`src/rtl/seg7_scan_if.sv`:
```
// seg7_scan_if: bundle of the seg7_scan_mux control/data signals.
//   master : drives ena, digits_in, dp_in, load; observes display outputs.
//   slave  : the scan multiplexer itself.
// Signals:
//   ena        scan enable (low freezes scan, blanks outputs)
//   digits_in  NUM_DIGITS packed BCD digits, digit 0 in [3:0] (rightmost)
//   dp_in      decimal point per digit, active-high
//   load       one-cycle capture strobe into the shadow register
//   seg_out    {g,f,e,d,c,b,a}, active-high
//   dp_out     decimal point of the active digit
//   dig_en     one-hot digit enable, active-high
//   frame_done one-cycle pulse after each full scan frame
interface seg7_scan_if #(
  parameter int NUM_DIGITS = 4
);
  logic                    ena;
  logic [4*NUM_DIGITS-1:0] digits_in;
  logic [NUM_DIGITS-1:0]   dp_in;
  logic                    load;
  logic [6:0]              seg_out;
  logic                    dp_out;
  logic [NUM_DIGITS-1:0]   dig_en;
  logic                    frame_done;

  modport master (
    output ena, digits_in, dp_in, load,
    input  seg_out, dp_out, dig_en, frame_done
  );

  modport slave (
    input  ena, digits_in, dp_in, load,
    output seg_out, dp_out, dig_en, frame_done
  );
endinterface

```
`src/rtl/seg7_scan_mux.sv`:
```
// seg7_scan_mux: time-multiplexes NUM_DIGITS BCD digits (+ decimal points)
// onto one registered 7-segment bus with one-hot digit enables.
// Incoming values are captured into a shadow register and only copied to
// the display register at a frame boundary, so a frame never tears. Each
// digit slot begins with BLANK_CYCLES cycles of all-enables-off to stop
// ghosting while the segment lines settle.
//
// Ports:
//   clk    system clock
//   rst_n  synchronous reset, active-low
//   bus    seg7_scan_if.slave (ena, digits_in, dp_in, load in;
//          seg_out, dp_out, dig_en, frame_done out)
//
// Parameters: NUM_DIGITS (2..8), SCAN_DIV (cycles per slot, > BLANK_CYCLES),
// BLANK_CYCLES (blank cycles at slot start, 0 allowed).
//
// Optional feature macro: SEG7_LEADING_ZERO_BLANK_EN
//   Defined: digit i>=1 shows blank segments when it and every higher digit
//   are zero; dig_en/dp_out unaffected; digit 0 is never suppressed.
module seg7_scan_mux #(
  parameter int NUM_DIGITS   = 4,
  parameter int SCAN_DIV     = 10000,
  parameter int BLANK_CYCLES = 16
) (
  input  logic        clk,
  input  logic        rst_n,
  seg7_scan_if.slave  bus
);

  localparam int CNT_W = (SCAN_DIV > 1) ? $clog2(SCAN_DIV) : 1;
  localparam int IDX_W = $clog2(NUM_DIGITS);

  localparam logic [CNT_W-1:0] CNT_LAST  = CNT_W'(SCAN_DIV - 1);
  localparam logic [CNT_W-1:0] CNT_BLANK = CNT_W'(BLANK_CYCLES);
  localparam logic [IDX_W-1:0] IDX_LAST  = IDX_W'(NUM_DIGITS - 1);

  typedef enum logic {ST_BLANK, ST_DRIVE} state_e;

  // With no blank interval the counter-0 slot position is already DRIVE.
  localparam state_e ST_RESET = (BLANK_CYCLES == 0) ? ST_DRIVE : ST_BLANK;

  typedef logic [NUM_DIGITS-1:0][3:0] digits_t;

  function automatic logic [6:0] seg_decode(input logic [3:0] code);
    logic [6:0] s;
    case (code)
      4'd0:    s = 7'h3F;
      4'd1:    s = 7'h06;
      4'd2:    s = 7'h5B;
      4'd3:    s = 7'h4F;
      4'd4:    s = 7'h66;
      4'd5:    s = 7'h6D;
      4'd6:    s = 7'h7D;
      4'd7:    s = 7'h07;
      4'd8:    s = 7'h7F;
      4'd9:    s = 7'h6F;
      default: s = 7'h00;
    endcase
    return s;
  endfunction

  digits_t               digits_pk;
  assign digits_pk = bus.digits_in;

  logic [CNT_W-1:0]      cnt_q, cnt_d;
  logic [IDX_W-1:0]      idx_q, idx_d;
  state_e                state_q, state_d;
  digits_t               shadow_q, shadow_d;
  logic [NUM_DIGITS-1:0] shadow_dp_q, shadow_dp_d;
  logic                  pending_q, pending_d;
  digits_t               disp_q, disp_d;
  logic [NUM_DIGITS-1:0] disp_dp_q, disp_dp_d;
  logic [6:0]            seg_q, seg_d;
  logic                  dp_q, dp_d;
  logic [NUM_DIGITS-1:0] dig_en_q, dig_en_d;
  logic                  frame_done_q, frame_done_d;

  logic                  slot_end;
  logic                  frame_end;
  logic [NUM_DIGITS-1:0] lz_blank;

  assign slot_end  = (cnt_q == CNT_LAST);
  // Frame boundary only exists while scanning; ena=0 holds everything.
  assign frame_end = bus.ena && slot_end && (idx_q == IDX_LAST);

`ifdef SEG7_LEADING_ZERO_BLANK_EN
  logic upper_zero;
  // Walk from the most significant digit down; a digit is suppressed while
  // it and everything above it are zero. Digit 0 is left out of the walk.
  always_comb begin
    lz_blank   = '0;
    upper_zero = 1'b1;
    for (int i = NUM_DIGITS - 1; i >= 1; i--) begin
      upper_zero  = upper_zero & (disp_q[i] == 4'd0);
      lz_blank[i] = upper_zero;
    end
  end
`else
  assign lz_blank = '0;
`endif

  // Slot counter and digit index.
  always_comb begin
    cnt_d = cnt_q;
    idx_d = idx_q;
    if (bus.ena) begin
      if (slot_end) begin
        cnt_d = '0;
        idx_d = (idx_q == IDX_LAST) ? '0 : idx_q + 1'b1;
      end else begin
        cnt_d = cnt_q + 1'b1;
      end
    end
  end

  // BLANK/DRIVE follows the slot position the counter moves to, so state_q
  // always describes cnt_q.
  always_comb begin
    state_d = state_q;
    unique case (state_q)
      ST_BLANK: if (cnt_d >= CNT_BLANK) state_d = ST_DRIVE;
      ST_DRIVE: if (cnt_d <  CNT_BLANK) state_d = ST_BLANK;
      default:  state_d = ST_RESET;
    endcase
  end

  // Shadow capture and display update. A load coinciding with the boundary
  // goes straight to the display, leaving nothing pending.
  always_comb begin
    shadow_d    = shadow_q;
    shadow_dp_d = shadow_dp_q;
    pending_d   = pending_q;
    disp_d      = disp_q;
    disp_dp_d   = disp_dp_q;
    if (bus.load) begin
      shadow_d    = digits_pk;
      shadow_dp_d = bus.dp_in;
      pending_d   = 1'b1;
    end
    if (frame_end) begin
      pending_d = 1'b0;
      if (bus.load) begin
        disp_d    = digits_pk;
        disp_dp_d = bus.dp_in;
      end else if (pending_q) begin
        disp_d    = shadow_q;
        disp_dp_d = shadow_dp_q;
      end
    end
  end

  // Registered outputs for the current slot position.
  always_comb begin
    seg_d        = '0;
    dp_d         = 1'b0;
    dig_en_d     = '0;
    frame_done_d = frame_end;
    if (bus.ena && (state_q == ST_DRIVE)) begin
      dig_en_d[idx_q] = 1'b1;
      seg_d           = lz_blank[idx_q] ? 7'h00 : seg_decode(disp_q[idx_q]);
      dp_d            = disp_dp_q[idx_q];
    end
  end

  always_ff @(posedge clk) begin
    if (!rst_n) begin
      cnt_q        <= '0;
      idx_q        <= '0;
      state_q      <= ST_RESET;
      shadow_q     <= '0;
      shadow_dp_q  <= '0;
      pending_q    <= 1'b0;
      disp_q       <= '0;
      disp_dp_q    <= '0;
      seg_q        <= '0;
      dp_q         <= 1'b0;
      dig_en_q     <= '0;
      frame_done_q <= 1'b0;
    end else begin
      cnt_q        <= cnt_d;
      idx_q        <= idx_d;
      state_q      <= state_d;
      shadow_q     <= shadow_d;
      shadow_dp_q  <= shadow_dp_d;
      pending_q    <= pending_d;
      disp_q       <= disp_d;
      disp_dp_q    <= disp_dp_d;
      seg_q        <= seg_d;
      dp_q         <= dp_d;
      dig_en_q     <= dig_en_d;
      frame_done_q <= frame_done_d;
    end
  end

  assign bus.seg_out    = seg_q;
  assign bus.dp_out     = dp_q;
  assign bus.dig_en     = dig_en_q;
  assign bus.frame_done = frame_done_q;

endmodule
```
`src/flat_wrapper.sv`:
```
// flat-port wrapper written by rule: the top's interface ports become plain ports
module seg7_scan_mux_flat 
#(
  parameter int NUM_DIGITS   = 4,
  parameter int SCAN_DIV     = 10000,
  parameter int BLANK_CYCLES = 16
)
  (clk, rst_n, bus_ena, bus_digits_in, bus_dp_in, bus_load, bus_seg_out, bus_dp_out, bus_dig_en, bus_frame_done);
  seg7_scan_if #(.NUM_DIGITS(NUM_DIGITS)) bus_i ();
  input  logic clk;
  input  logic rst_n;
  input wire logic [$bits(bus_i.ena)-1:0] bus_ena;
  input wire logic [$bits(bus_i.digits_in)-1:0] bus_digits_in;
  input wire logic [$bits(bus_i.dp_in)-1:0] bus_dp_in;
  input wire logic [$bits(bus_i.load)-1:0] bus_load;
  output wire logic [$bits(bus_i.seg_out)-1:0] bus_seg_out;
  output wire logic [$bits(bus_i.dp_out)-1:0] bus_dp_out;
  output wire logic [$bits(bus_i.dig_en)-1:0] bus_dig_en;
  output wire logic [$bits(bus_i.frame_done)-1:0] bus_frame_done;
  assign bus_i.ena = bus_ena;
  assign bus_i.digits_in = bus_digits_in;
  assign bus_i.dp_in = bus_dp_in;
  assign bus_i.load = bus_load;
  assign bus_seg_out = bus_i.seg_out;
  assign bus_dp_out = bus_i.dp_out;
  assign bus_dig_en = bus_i.dig_en;
  assign bus_frame_done = bus_i.frame_done;
  seg7_scan_mux #(.NUM_DIGITS(NUM_DIGITS), .SCAN_DIV(SCAN_DIV), .BLANK_CYCLES(BLANK_CYCLES)) u_core (.clk(clk), .rst_n(rst_n), .bus(bus_i));
endmodule
```
`config.mk`:
```
export PLATFORM = sky130hd
export DESIGN_NAME = seg7_scan_mux_flat
export DESIGN_NICKNAME = d
export VERILOG_FILES = /design/src/rtl/seg7_scan_if.sv /design/src/rtl/seg7_scan_mux.sv /design/src/flat_wrapper.sv
export SDC_FILE = /design/constraint.sdc
export NUM_CORES = 1
export LEC_CHECK = 0
export CORE_ASPECT_RATIO = 0.8
export CORE_MARGIN = 5
export CORE_UTILIZATION = 55
export CTS_CLUSTER_DIAMETER = 50
export DETAILED_ROUTE_END_ITERATION = 7
export PLACE_DENSITY_LB_ADDON = 0.3
export RECOVER_POWER = 50
export SLEW_MARGIN = 40
export SYNTH_ARGS = -nofsm -noshare
export SYNTH_HDL_FRONTEND = slang
export SYNTH_SLANG_ARGS = --single-unit
```
`constraint.sdc`:
```
create_clock -name clk -period 2.7 [get_ports clk]
set_clock_uncertainty 0.2 [all_clocks]
set_input_delay 0.81 -clock clk [delete_from_list [all_inputs] [get_ports clk]]
set_output_delay 0.81 -clock clk [all_outputs]
set_load 0.005 [all_outputs]
```
==> summary.txt, run 1 <==
Placed design
  • IO buf count: 36
  • Setup slack at placement: -0.2304 ns
  • Cell Area, Placed: ~3500 µm²
  • Detailed Place HPWL: 4301 µm
  • Routability congestion estimate: 0.8854

Timing
  • Worst slew pin tran: 0.8665 ns
  • Final period utilization: 93.23%
  • Fin. Hold Viols: 0
  • Crit path time final: approximately 2.5 ns
  • Max-slew violation count: 0
  • Max Fclk: a little under 0.4 GHz
  • Slew margin rel.: approximately 42%
  • Setup ws final: 0.1827 ns
  • RSZ-0062 raised after global routing: false
  • Hold slack: 0.2738 ns
  • Setup violators final: 0

Yosys
  • Yosys cell types: 35
  • Synthesis Warnings: 0
  • Sequential area share after synthesis: a little under half
  • Yosys reg bits: 71
  • Synthesized cell area: 3048 µm²
  • Avg Cell Area, Syn: slightly below 10 µm²
  • Syn_nets: 347
  • Synthesized instance count: 312

Die
  • Die Span Y: about 77 µm
  • Die Area: 7140 µm²
  • Rows: 24
  • Die width: 93.23 µm
  • Core Region: 5405 µm²
  • Top Ports: 37
  • Starting density of the core: 56.39%

Clocking
  • CTS Buffer Depth: 2
  • Num CTS Buffers: 9
  • TritonCTS clock tree: done
  • CTS Hold Bufs: 0
  • Root Buffer: clkbuf_8
  • Setup bufs post-CTS: 0
  • Post-CTS resize count: 0
  • Clock Latency Late Sink: roughly 0.35 ns
  • Number of H-tree levels: 3
  • Clock slew at reported path FFs: 0.07 ns
  • CTS sink cnt: 71

Status
  • Outcome: completed

Routing
  • Drt total wl: 6038 µm
  • DR iter-0 viols: 116
  • Drt pass-1 iters: 4
  • DR WL/cell: 14.31 µm
  • DR vias/cell: 5.571
  • DRT antenna net count: 0
  • Routed via count: 2351
  • DRC: 0

GRT
  • Grt ovf: 0
  • Gr usage total: 17.82%
  • Largest net degree at the start of global routing: 41
  • Vias in the first global route: 2150
  • First-pass GRT wire length: 10120 µm
  • Antenna violations before repair: 0

Critical path
  • Critical Path Source Type: input port
  • Reg2reg setup slack: 0.46 ns
  • Crit path capture type: register
  • Crit path kind: input port to register
  • Setup crit start: bus_ena
  • R2r worst-path depth: 5
  • Critical Path Fanout Max: 5
  • Worst R2R Start: u_core.cnt_q[5]
  • Critical Path AT: around 2.5 ns
  • Critical Path RT: 2.72 ns

Pwr
  • Static leakage: 1.421 nW
  • Pwr/cell area: 546.5 nW/µm²
  • Tot Pwr: 0.002036 W
  • Peak supply drop: 434.1 µV

Min path
  • Worst min path class: register to register
  • Worst hold stages: 2
  • Hold_sp: u_core.disp_q[12]

Cells and area
  • Final Cell Area: 3726 µm²
  • N_diodes: 0
  • NumNets Final: about 390
  • Area delta synth->final: 22.25%
  • Share of layout cells above drive strength 1: 11.76%

Run
  • Max_cap viols: 0
path summary, 6_finish.rpt:
| check | end |
|---|---|
| worst max-delay path | u_core.state_q |
| worst min-delay path | u_core.disp_q[12] |
| worst max register to register | u_core.idx_q[0] |
| worst min register to register | u_core.disp_q[12] |
registers in the layout, summed over array words and instances (netlist names):
name                   count
u_core.shadow_q           16
u_core.shadow_dp_q         4
u_core.idx_q               2
u_core.disp_q             16
u_core.cnt_q              14
u_core.state_q             1
u_core.bus.frame_done      1
u_core.pending_q           1
u_core.disp_dp_q           4
u_core.bus.seg_out         7
u_core.bus.dig_en          4
u_core.bus.dp_out          1
cell type report:
type | count | area, µm²
well taps | 65 | 81.33
flip-flops and latches | 71 | 1421
fillers | 441 | 1679
repair buffers | 50 | 480.5
clock buffers | 12 | 145.1
inverters | 7 | 26.28
multi-input cells | 213 | 1516
clock inverters | 4 | 55.05
metrics by stage:
stage | cells | TNS [ns] | utilization, %
after global placement | 406 | -0.1688 | 65.60
final | 422 | 0 | 68.94
after CTS | 422 | 0 | 69.31
after detailed placement | 406 | -0.2304 | 65.60
after floorplan | 312 | 0 | -
after global routing | 422 | 0 | 68.94
kinds of logic after synthesis:
family,synth area share (%)
fa+ha+maj,4.516
simple gates,20.28
mux,10.59
flops,46.63
buf+inv,3.695
compound gates,10.26
xor+xnor,4.023
power breakdown:
part / internal, W / switching, W / leakage [nW] / total [W]
clock: 0.000455 / 0.000390 / 0.0968 / 0.000845
sequential: 0.00107 / 0.00000765 / 0.576 / 0.00108
combinational: 0.0000579 / 0.0000580 / 0.748 / 0.000116
critical path: stages:
cell,delay (ns)
clkdlybuf4s50_1,0.48
nand3_1,0.19
nor4_1,0.37
xor2_1,0.14
a2111oi_0,0.40
o22ai_1,0.14
cells in the mapped netlist:
cell       number  area (µm²)
a2111oi_0       1       8.760
a21oi_1        14       70.07
a22oi_1         1       7.510
and2_1          7       43.79
and3_1          4       25.02
buf_1           5       18.77
buf_2           3       15.01
buf_4           1       7.510
clkbuf_1       12       45.04
dfxtp_1        71        1421
ha_1           11       137.6
inv_1           7       26.28
mux2i_1        21       210.2
mux4_2          5       112.6
nand2_1        11       41.29
nand2b_1        8       50.05
nand3_1        27       135.1
nand3b_1        1       7.510
nand4_1         5       31.28
nand4b_1        2       17.52
nand4bb_1       1       11.26
nor2_1         40       150.1
nor3_1          4       20.02
nor4_1          3       18.77
nor4_4          1       21.27
o2111ai_2       1       15.01
o21ai_0         4       20.02
o22ai_1         1       6.260
o31ai_1        13       97.59
o31ai_2         7       87.58
or3_1           4       25.02
or3b_2          1       8.760
or4_4           1       11.26
xnor2_1         9       78.83
xor2_1          5       43.79
cells in the final DEF, fill, tap and decap left out, drive strengths merged, types with 2 or more instances in the layout:
cell,count
nor3,4
mux4,5
nand2,11
and3,4
clkinv,2
xnor2,9
xor2,5
o21ai,4
inv,7
nand2b,8
and2,7
nand4b,2
a21oi,14
o31ai,20
dfxtp,71
nor2,40
dlygate4sd3,5
nand4,5
mux2i,21
nor4,4
or3,4
ha,11
buf,11
clkdlybuf4s50,31
clkbuf,15
nand3,27
metal layers:
layer / track usage [%] / vias to the layer above / part of all wire, %
met5: 0 / - / 0
met4: 6.442 / 0 / 1.7
met3: 6.022 / 12 / 6.1
met2: 27.98 / 71 / 47
li1: - / 1177 / -
met1: 22.64 / 1091 / 45
Power figures use the tool's default switching activity.
==> run 2, diff against run 1 <==
--- a/config.mk
+++ b/config.mk
@@ -5,6 +5,7 @@
 export SDC_FILE = /design/constraint.sdc
 export NUM_CORES = 1
 export LEC_CHECK = 0
+export ABC_AREA = 0
 export CORE_ASPECT_RATIO = 0.8
 export CORE_MARGIN = 5
 export CORE_UTILIZATION = 55
==> results of run 2 <==
No change in the layout: final DEF, timing and power equal those of run 1.
==> run 3, diff against run 2 <==
--- a/config.mk
+++ b/config.mk
@@ -8,7 +8,7 @@
 export ABC_AREA = 0
 export CORE_ASPECT_RATIO = 0.8
 export CORE_MARGIN = 5
-export CORE_UTILIZATION = 55
+export CORE_UTILIZATION = 40
 export CTS_CLUSTER_DIAMETER = 50
 export DETAILED_ROUTE_END_ITERATION = 7
 export PLACE_DENSITY_LB_ADDON = 0.3
==> run 3 against run 2 <==
Non-clock buffer count up 2. Critical path depth up 1. Global-route usage down 3.7 points. Via count down 2.8%. Sequential power about the same. Total power up 7.3%. Hold slack worse by 0.0042 ns. Clock power up 17%. Clock-buffer cell count down 2. Wire length up 1.3%. Worst setup slack worse by 0.10 ns. Final cell count up 9.7%. Critical endpoint unchanged.
==> summary.txt, run 3 (synthesis gave the netlist of run 1 again) <==
Pwr
  • Comb pwr share: 5.4% (was 5.7%)
  • Peak supply drop: 403.0 µV (was 434.1 µV)
  • Power share of the clock group: 45.4% (was 41.5%)
  • Static leakage: 1.461 nW (was 1.421 nW)
  • Reg power frac: 49.2% (was 52.8%)
  • NetSw: 0.0004469 W (was 0.0004554 W)
  • Internal Power: 0.001738 W (was 0.001581 W)
  • Switching share of power: 20.45% (was 22.37%)
  • Pwr/cell area: 567.4 nW/µm² (was 546.5 nW/µm²)

Clocking
  • CTS sink cnt: 71 (unchanged)
  • Number of H-tree levels: 3 (unchanged)
  • Clock Latency Late Sink: 0.35 ns (about the same)
  • TritonCTS clock tree: done (unchanged)
  • Post-CTS resize count: 0 (unchanged)
  • Setup bufs post-CTS: 0 (unchanged)
  • Clock slew at reported path FFs: 0.07 ns (about the same)
  • CTS Buffer Depth: 2 (unchanged)
  • Root Buffer: clkbuf_8 (unchanged)
  • Num CTS Buffers: 9 (unchanged)
  • CTS Hold Bufs: 0 (unchanged)

Die
  • Die Span Y: 88.08 µm (was 76.59 µm)
  • Die width: 107.6 µm (was 93.23 µm)
  • Top Ports: 37 (unchanged)
  • Starting density of the core: 41.04% (was 56.39%)
  • Core Region: 7427 µm² (was 5405 µm²)
  • Rows: 28 (was 24)
  • Die Area: 9476 µm² (was 7140 µm²)

Routing
  • DRC: 0 (unchanged)
  • Routed via count: 2286 (was 2351)
  • Drt total wl: 6117 µm (was 6038 µm)
  • DR WL/cell: 13.21 µm (was 14.31 µm)
  • DR vias/cell: 4.937 (was 5.571)
  • DRT antenna net count: 0 (unchanged)
  • Drt pass-1 iters: 6 (was 4)
  • DR iter-0 viols: 88 (was 116)

Critical path
  • R2r worst-path depth: 6 (was 5)
  • CP top delay family: compound AO/OA/AOI/OAI gates (was simple AND/OR/NAND/NOR gates)
  • Crit path capture type: register (unchanged)
  • Critical Path Fanout Max: 12 (was 5)
  • CP Buf/Inv Count: 2 (was 1)
  • Worst R2R Start: u_core.cnt_q[0] (was u_core.cnt_q[5])
  • Worst-path cell chain: clkdlybuf4s50_1 > buf_4 > nand4_1 > o21ai_0 > nand4b_1 > a2111oi_1 > o22ai_1 (was clkdlybuf4s50_1 > nand3_1 > nor4_1 > xor2_1 > a2111oi_0 > o22ai_1)
  • Critical Path Source Type: input port (unchanged)
  • CP peak stage delay: 0.54 ns (was 0.48 ns)
  • Number of cells on the critical path: 7 (was 6)
  • Reg2reg setup slack: 0.45 ns (was 0.46 ns)
  • Critical Path AT: 2.63 ns (was 2.53 ns)
  • Setup crit start: bus_ena (unchanged)
  • Slowest stage cell on the critical path: clkdlybuf4s50_1 (unchanged)
  • Crit path kind: input port to register (unchanged)
  • Critical Path RT: 2.71 ns (was 2.72 ns)
  • FF-to-FF End: u_core.idx_q[0] (unchanged)
  • Critical Path End: u_core.state_q (unchanged)

Placed design
  • Detailed Place HPWL: 4404 µm (was 4301 µm)
  • Placed Cells: 448 (was 406)
  • Cell Area, Placed: 3611 µm² (was 3546 µm²)
  • IO buf count: 36 (unchanged)
  • Routability congestion estimate: 0.9216 (was 0.8854)

Timing
  • Setup violators final: 0 (unchanged)
  • Worst slew pin tran: 0.5371 ns (was 0.8665 ns)
  • Max-slew violation count: 0 (unchanged)
  • Final period utilization: 97.09% (was 93.23%)
  • Crit path time final: 2.621 ns (was 2.517 ns)
  • Slew margin rel.: 64.19% (was 42.23%)
  • Fin. Hold Viols: 0 (unchanged)
  • Max Fclk: 0.3815 GHz (was 0.3972 GHz)
  • Hold slack: 0.2696 ns (was 0.2738 ns)

Cells and area
  • Final Cell Area: 3851 µm² (was 3726 µm²)
  • NumNets Final: 389 (was 387)
  • # fillers: 678 (was 441)
  • Final Non-Filler Cells: 463 (was 422)
  • Commonest non-fill, non-tap cell in the layout: dfxtp_1 (unchanged)
  • Finished Core Util: 51.85% (was 68.94%)
  • Share of layout cells above drive strength 1: 13.13% (was 11.76%)
  • N_diodes: 0 (unchanged)
  • Most frequent cells in the layout: dfxtp_1, nor2_1, clkdlybuf4s50_1, nand3_1, mux2i_1 (unchanged)
  • Biggest regs: u_core.disp_q (16), u_core.shadow_q (16), u_core.cnt_q (14) (unchanged)
  • Area delta synth->final: 26.35% (was 22.25%)

GRT
  • Vias in the first global route: 2239 (was 2150)
  • M3 GR Usage: 5.822% (was 6.022%)
  • First-pass GRT wire length: 10430 µm (was 10120 µm)
  • Largest net degree at the start of global routing: 41 (unchanged)
  • GR peak layer: met2 (unchanged)
  • Grt met1 use: 17.56% (was 22.64%)
  • Grt ovf: 0 (unchanged)
  • Antenna violations before repair: 0 (unchanged)
  • Gr usage total: 14.16% (was 17.82%)
  • Met2 usage: 22.23% (was 27.98%)

Min path
  • Worst min path class: register to register (unchanged)

Run
  • Max_cap viols: 0 (unchanged)

Status
  • Outcome: completed (unchanged)
[run 3: power by group through the flow]
stage / clock, W / combinational [W] / sequential [W]
floorplan: 0 / 0.0000634 / 0.00110
detailed placement: 0 / 0.000122 / 0.00110
finish: 0.000992 / 0.000118 / 0.00108
CTS: 0.00103 / 0.000123 / 0.00107
global placement: 0 / 0.000121 / 0.00110
global route: 0.00108 / 0.000130 / 0.00108
[run 3: worst min-delay path: stages (launching register included)]
cell and delay (ns):
dfxtp_1 0.31, nand3_1 0.06, o31ai_1 0.06
[run 3: worst min path at each step]
stage	start	to	slack (ns)	cells after the start
after floorplan	u_core.disp_q[10]	u_core.disp_q[10]	0.24	2
after global placement	u_core.disp_q[0]	u_core.disp_q[0]	0.25	2
after detailed placement	u_core.disp_q[8]	u_core.disp_q[8]	0.26	2
after CTS	u_core.disp_q[8]	u_core.disp_q[8]	0.27	2
after global routing	u_core.disp_q[6]	u_core.disp_q[6]	0.30	2
final	u_core.disp_q[8]	u_core.disp_q[8]	0.27	2
[run 3: stage by stage]
stage	setup slack (ns)	TNS [ns]	power, W
after floorplan	0.3858	0	0.001160
after global placement	-0.2117	-0.2117	0.001220
after detailed placement	-0.3018	-0.4188	0.001221
after CTS	0.07806	0	0.002224
after global routing	-0.006385	-0.006385	0.002290
final	0.07857	0	0.002185
[run 3: layout make-up]
cell class                      count  area (µm²)  share of cell area (%)
Clock inverter                      5       107.6                   2.794
Multi-Input combinational cell    213        1541                   40.03
Sequential cell                    71        1421                   36.91
Inverter                            7       26.28                  0.6823
Tap cell                          105       131.4                   3.411
Clock buffer                       10       127.6                   3.314
Timing Repair Buffer               52       495.5                   12.87
[run 3: per-layer routing]
metal	share of wire (%)	vias up
met5	0	-
met4	1.3	0
met3	5.9	10
met2	45	52
met1	47	1042
li1	-	1182
